--- src/rtl/fighting_match_ctrl.sv ---
// Two-player fighting match controller: resolves one turn per actionEnable strobe,
// tracks health and arena positions, scores rounds and declares the match winner.
module fighting_match_ctrl #(
    parameter int HEALTH_W      = 2,
    parameter int MAX_HEALTH    = 3,
    parameter int DAMAGE        = 1,
    parameter int ARENA_LEN     = 8,
    parameter int ROUNDS_TO_WIN = 2,
    parameter int ROUND_TICKS   = 16,
    parameter int END_HOLD      = 4,
    localparam int POS_W        = $clog2(ARENA_LEN)
) (
    input  logic                clk,
    input  logic                resetGame,
    input  logic                actionEnable,
    input  logic [2:0]          action1,
    input  logic [2:0]          action2,
    output logic [HEALTH_W-1:0] health1,
    output logic [HEALTH_W-1:0] health2,
    output logic [POS_W-1:0]    pos1,
    output logic [POS_W-1:0]    pos2,
    output logic [1:0]          roundWins1,
    output logic [1:0]          roundWins2,
    output logic                firstWin,
    output logic                secondWin,
    output logic [1:0]          roundResult,
    output logic                matchOver
);

    localparam int TICK_W = $clog2(ROUND_TICKS + 1);
    localparam int HOLD_W = (END_HOLD > 1) ? $clog2(END_HOLD) : 1;

    localparam logic [HEALTH_W-1:0] HEALTH_INIT = HEALTH_W'(MAX_HEALTH);
    localparam logic [HEALTH_W-1:0] DMG         = HEALTH_W'(DAMAGE);
    localparam logic [POS_W-1:0]    POS_MAX     = POS_W'(ARENA_LEN - 1);
    localparam logic [TICK_W-1:0]   TICK_LAST   = TICK_W'(ROUND_TICKS - 1);
    localparam logic [HOLD_W-1:0]   HOLD_LAST   = HOLD_W'(END_HOLD - 1);
    localparam logic [1:0]          WINS_TARGET = 2'(ROUNDS_TO_WIN);

    localparam logic [2:0] ACT_LEFT   = 3'b001;
    localparam logic [2:0] ACT_RIGHT  = 3'b010;
    localparam logic [2:0] ACT_ATTACK = 3'b011;
    localparam logic [2:0] ACT_DEFEND = 3'b100;

    localparam logic [1:0] RES_P1   = 2'b01;
    localparam logic [1:0] RES_P2   = 2'b10;
    localparam logic [1:0] RES_DRAW = 2'b11;

    typedef enum logic [1:0] {StFight, StRoundEnd, StMatchOver} state_e;

    state_e              state;
    logic [TICK_W-1:0]   turn_cnt;
    logic [HOLD_W-1:0]   hold_cnt;

    logic                adjacent;
    logic                hit1;
    logic                hit2;
    logic [HEALTH_W-1:0] new_h1;
    logic [HEALTH_W-1:0] new_h2;
    logic [POS_W-1:0]    cand1;
    logic [POS_W-1:0]    cand2;
    logic                blocked;
    logic [POS_W-1:0]    new_p1;
    logic [POS_W-1:0]    new_p2;
    logic                ko1;
    logic                ko2;
    logic                timeout;
    logic                round_done;
    logic [1:0]          result;

    // Outcome of a turn if it were resolved this cycle; hits use pre-move positions
    always_comb begin
        adjacent = (pos2 - pos1) == POS_W'(1);
        hit1     = (action1 == ACT_ATTACK) && adjacent && (action2 != ACT_DEFEND);
        hit2     = (action2 == ACT_ATTACK) && adjacent && (action1 != ACT_DEFEND);

        new_h1 = health1;
        if (hit2) new_h1 = (health1 > DMG) ? health1 - DMG : '0;
        new_h2 = health2;
        if (hit1) new_h2 = (health2 > DMG) ? health2 - DMG : '0;

        cand1 = pos1;
        if (action1 == ACT_LEFT && pos1 != '0)       cand1 = pos1 - POS_W'(1);
        if (action1 == ACT_RIGHT && pos1 != POS_MAX) cand1 = pos1 + POS_W'(1);
        cand2 = pos2;
        if (action2 == ACT_LEFT && pos2 != '0)       cand2 = pos2 - POS_W'(1);
        if (action2 == ACT_RIGHT && pos2 != POS_MAX) cand2 = pos2 + POS_W'(1);

        // Any crossing or collision cancels both moves, keeping pos1 < pos2
        blocked = cand1 >= cand2;
        new_p1  = blocked ? pos1 : cand1;
        new_p2  = blocked ? pos2 : cand2;

        ko1        = new_h1 == '0;
        ko2        = new_h2 == '0;
        timeout    = turn_cnt == TICK_LAST;
        round_done = ko1 || ko2 || timeout;

        // KO takes priority; otherwise a timeout goes to the healthier player
        if (ko1 && ko2)         result = RES_DRAW;
        else if (ko2)           result = RES_P1;
        else if (ko1)           result = RES_P2;
        else if (new_h1 > new_h2) result = RES_P1;
        else if (new_h2 > new_h1) result = RES_P2;
        else                    result = RES_DRAW;
    end

    // Match FSM with all outputs registered
    always_ff @(posedge clk or negedge resetGame) begin
        if (!resetGame) begin
            state       <= StFight;
            health1     <= HEALTH_INIT;
            health2     <= HEALTH_INIT;
            pos1        <= '0;
            pos2        <= POS_MAX;
            turn_cnt    <= '0;
            hold_cnt    <= '0;
            roundWins1  <= '0;
            roundWins2  <= '0;
            roundResult <= '0;
            firstWin    <= 1'b0;
            secondWin   <= 1'b0;
            matchOver   <= 1'b0;
        end else begin
            unique case (state)
                StFight: begin
                    if (actionEnable) begin
                        health1  <= new_h1;
                        health2  <= new_h2;
                        pos1     <= new_p1;
                        pos2     <= new_p2;
                        turn_cnt <= turn_cnt + TICK_W'(1);
                        if (round_done) begin
                            roundResult <= result;
                            if (result == RES_P1) roundWins1 <= roundWins1 + 2'd1;
                            if (result == RES_P2) roundWins2 <= roundWins2 + 2'd1;
                            hold_cnt <= '0;
                            state    <= StRoundEnd;
                        end
                    end
                end
                StRoundEnd: begin
                    if (hold_cnt == HOLD_LAST) begin
                        if (roundWins1 == WINS_TARGET) begin
                            firstWin  <= 1'b1;
                            matchOver <= 1'b1;
                            state     <= StMatchOver;
                        end else if (roundWins2 == WINS_TARGET) begin
                            secondWin <= 1'b1;
                            matchOver <= 1'b1;
                            state     <= StMatchOver;
                        end else begin
                            health1  <= HEALTH_INIT;
                            health2  <= HEALTH_INIT;
                            pos1     <= '0;
                            pos2     <= POS_MAX;
                            turn_cnt <= '0;
                            state    <= StFight;
                        end
                    end else begin
                        hold_cnt <= hold_cnt + HOLD_W'(1);
                    end
                end
                StMatchOver: begin
                    state <= StMatchOver;
                end
                default: begin
                    state <= StFight;
                end
            endcase
        end
    end

endmodule

--- config.mk ---
export PLATFORM = sky130hd
export DESIGN_NAME = fighting_match_ctrl
export DESIGN_NICKNAME = d
export VERILOG_FILES = /design/src/rtl/fighting_match_ctrl.sv
export SDC_FILE = /design/constraint.sdc
export NUM_CORES = 1
export LEC_CHECK = 0
export CORE_AREA = 2 2 87 56
export CTS_BUF_LIST = sky130_fd_sc_hd__clkbuf_8
export CTS_CLUSTER_SIZE = 25
export DETAILED_ROUTE_END_ITERATION = 10
export DIE_AREA = 0 0 89 58
export MAX_ROUTING_LAYER = met4
export PLACE_DENSITY = 0.77
export SLEW_MARGIN = 10
export SYNTH_ARGS = -nofsm -noshare
export SYNTH_HDL_FRONTEND = slang
export SYNTH_SLANG_ARGS = --single-unit
--- constraint.sdc ---
create_clock -name clk -period 4.1 [get_ports clk]
set_clock_uncertainty 0.2 [all_clocks]
set_input_delay 1.23 -clock clk [delete_from_list [all_inputs] [get_ports clk]]
set_output_delay 1.23 -clock clk [all_outputs]
set_load 0.01 [all_outputs]
==> flow_metrics.py <==
metrics = {
    "drt": {
        "first_pass_iters": 5,
        "wl_microns": 4348,
        "ant_nets": 0,
        "wire_per_inst_microns": 14.35,
        "viasPerCell": 5.416,
        "vias": 1641,
        "drc": 0,
        "dr.first_iter.drc_count": 62,
    },
    "setup_path": {
        "critical_path_class": "in2reg",
        "path_buf_inv": 1,
        "critical-path-top-delay-family": "simple AND/OR/NAND/NOR gates",
        "worstPathRequired_ns": 4.13,
        "cp_cell_sequence": "clkdlybuf4s50_1, or3b_1, nand4_4, mux2_2, ha_1, or2_2, a211o_1, a21boi_2, a221o_1",
        "cp_slowest_cell": "clkdlybuf4s50_1",
        "critical_path.max_fanout": 4,
        "max_stage_delay_ns": 0.53,
        "start_kind": "input pin",
        "cp.arrival_ns": 3.93,
        "end_kind": "register",
    },
    "grt": {
        "grt_pass1_wl_microns": 7686,
        "antenna_found_initial": 0,
        "gr-usage-met1_pct": 31.87,
        "grt_util_met3_pct": 4.131,
        "busiest_layer": "met1",
        "grt.total_usage_pct": 19.91,
        "grt_max_degree": 29,
        "grt.overflow.total": 0,
        "grt_pass1_vias": 1566,
        "met2_usage_pct": 26.33,
    },
    "clock_network": {
        "post_cts_buffers": 0,
        "hold_buffers": 0,
        "htree_levels": 1,
        "clk_pin_slew_ns": 0.11,
        "cts_tree": "built",
        "cts-root-buf": "clkbuf_8",
        "cts_made_buffers": 3,
        "clock_sinks": 28,
        "clk_path_buf_depth": 2,
        "clock_latency_ns": 0.28,
    },
    "timing": {
        "rsz0062_at_grt": "false",
        "max_clock_freq_mhz": 256.6,
        "whs_ns": 0.2841,
        "fin_crit_ns": 3.897,
        "hold_viol_final": 0,
        "period_share_pct": 95.04,
        "setup_viol": 0,
        "relSlewSlack_pct": 62.50,
        "report.final.slew_viol_count": 0,
        "tightestPinTransition_ns": 0.5614,
        "tns_ns": 0,
    },
    "finish": {
        "antenna_cells": 0,
        "num-fill-cells": 398,
        "fin_area_sq_mm": 0.002396,
        "final_nets": 269,
        "final_layout_size_suffix_gt1_share_pct": 15.00,
        "area_delta_synth_final_pct": 25.82,
    },
    "synthesis": {
        "yosysSeqAreaShare_pct": 37.25,
        "synthCells": 199,
        "ys_types": 56,
        "synthArstFlopShare_pct": 100.0,
        "yosysWarnings": 0,
        "synth.net_count": 227,
        "synth_edf_count": 0,
        "synthFlopType": "dfrtp_1",
        "synth.avg_cell_area_sq_um": 9.569,
        "syn_area_sq_mm": 0.001904,
        "ys_seq_elements": 28,
    },
    "pwr": {
        "seq_power_share_pct": 33.6,
        "power_w": 0.001475,
        "clkPwrFrac_pct": 12.1,
        "intPower_w": 0.0008630,
        "switchingPower_w": 0.0006118,
        "switching_share_pct": 41.48,
        "leakage_nw": 1.043,
        "power.density_mw_per_mm2": 615.5,
        "peakVddDrop_mv": 0.2838,
        "p_comb_share_pct": 54.3,
    },
    "floorplanning": {
        "dieArea_sq_mm": 0.005162,
        "io_pins": 28,
        "core_sq_mm": 0.004374,
        "row_count": 19,
        "die_h_microns": 58,
        "die-width_microns": 89,
        "start_util_pct": 43.54,
    },
    "placement": {
        "dp_hpwl_microns": 3278,
        "numPortBuffers": 27,
        "place.gp.congestion": 0.9093,
        "dpl_cell_area_sq_mm": 0.002335,
    },
    "min_path": {
        "hold_class": "reg2reg",
    },
    "run": {
        "drv_cap": 0,
    },
    "run_status": {
        "status": "finished, final reports clean",
    },
}
==> cells by family (layout without fill, tap and decap cells) <==
group           count (synthesis)  count (layout)  share of synthesized area, %
fa+ha+maj                      19              19                         12.88
flops                          28              28                         37.25
xor+xnor                        8               8                         4.468
simple gates                   71              71                         21.42
compound gates                 56              56                         19.84
buf+inv                        15              56                         3.022
mux                             2               2                         1.117
==> sequential cells by signal, indices dropped and copies added, names as in the netlist <==
signal / cells
turn_cnt: 5
matchOver: 1
pos2: 3
roundWins2: 2
roundResult: 2
roundWins1: 2
secondWin: 1
firstWin: 1
hold_cnt: 2
pos1: 3
state: 2
health1: 2
health2: 2
==> Yosys cell counts, types with 2 or more instances <==
cell type	instances	area share, %
o21bai_1	2	0.79
nand4_1	3	0.99
and2_1	2	0.66
nand2b_1	3	0.99
nor3_1	5	1.3
xor2_1	2	0.92
o22ai_1	3	0.99
nor2b_1	5	1.6
a211o_1	3	1.4
a21oi_1	11	2.9
nand3_1	2	0.53
a21o_1	5	2.0
ha_1	18	12
nor4b_1	2	0.92
and3b_1	2	0.92
dfstp_2	7	9.7
xnor2_1	5	2.3
nor2_1	15	3.0
dfrtp_1	21	28
o21ai_0	16	4.2
inv_1	13	2.6
nand2_1	19	3.7
a22o_1	2	0.92
==> final cells by class <==
cell class,count,area (sq um),share of cell area [%]
flip-flops and latches,28,709.4,29.61
multi-input cells,156,1144,47.73
clock buffers,4,55.05,2.298
well taps,63,78.83,3.290
inverters,13,48.80,2.037
repair buffers,39,360.3,15.04
==> per-stage QoR <==
step	worst slack, ns	instances	util (%)
floorplan	0.4936	199	-
finish	0.2034	303	54.78
global placement	-0.02777	299	53.38
CTS	0.1938	303	54.63
global route	0.07471	303	54.78
detailed placement	-0.1102	299	53.38
==> repair_timing <==
action,CTS,global route
endpoints found under the hold margin,0,0
resized for setup,0,1
endpoints found under the setup margin,0,4
==> routing by layer <==
layer | share of wire (%) | wire length, microns
met1 | 56 | 2416
met2 | 40 | 1752
met3 | 3.9 | 169
met4 | 0.23 | 10
met5 | 0 | 0
==> final timing paths <==
| check | from | to | slack, ns | cells past startpoint |
|---|---|---|---|---|
| min in group asynchronous | resetGame | pos1[2] | 1.11 | 2 |
| worst min-delay path | matchOver | matchOver | 0.28 | 1 |
| worst max-delay path | action1[2] | roundWins2[1] | 0.20 | 9 |
| worst max register to register | pos2[0] | roundWins2[1] | 0.56 | 12 |
| max in group asynchronous | resetGame | pos2[0] | 2.27 | 2 |
| worst min register to register | matchOver | matchOver | 0.28 | 1 |
==> cell usage in the layout, fill, tap and decap left out, types with 2 or more instances in the layout <==
cell,Yosys,routed
a211o_1,3,3
a21o_1,5,5
a21oi_1,11,11
a22o_1,2,2
and2_1,2,2
and3b_1,2,2
buf_4,0,12
clkbuf_8,0,4
clkdlybuf4s50_1,0,27
dfrtp_1,21,21
dfstp_2,7,7
ha_1,18,18
inv_1,13,13
nand2_1,19,19
nand2b_1,3,3
nand3_1,2,2
nand4_1,3,3
nor2_1,15,15
nor2b_1,5,5
nor3_1,5,5
nor4b_1,2,2
o21ai_0,16,16
o21bai_1,2,2
o22ai_1,3,2
xnor2_1,5,5
xor2_1,2,2
==> power groups by stage <==
| stage | registers [W] | clock network (W) | logic, W |
|---|---|---|---|
| finish | 0.000495 | 0.000179 | 0.000801 |
| CTS | 0.000494 | 0.000178 | 0.000794 |
| global route | 0.000512 | 0.000192 | 0.000907 |
| global placement | 0.000497 | 0 | 0.000763 |
| floorplan | 0.000497 | 0 | 0.000500 |
| detailed placement | 0.000498 | 0 | 0.000785 |
==> worst reg2reg max path, stage by stage, from the launching register on <==
cell      delay [ns]
dfstp_2         0.58
inv_1           0.10
ha_1            0.20
fa_1            0.47
and2b_1         0.21
nand4_2         0.15
nor2_1          0.18
a21boi_0        0.11
ha_1            0.29
or2_2           0.29
a211o_1         0.32
a21boi_2        0.22
a221o_1         0.17
Power figures use the tool's default switching activity.
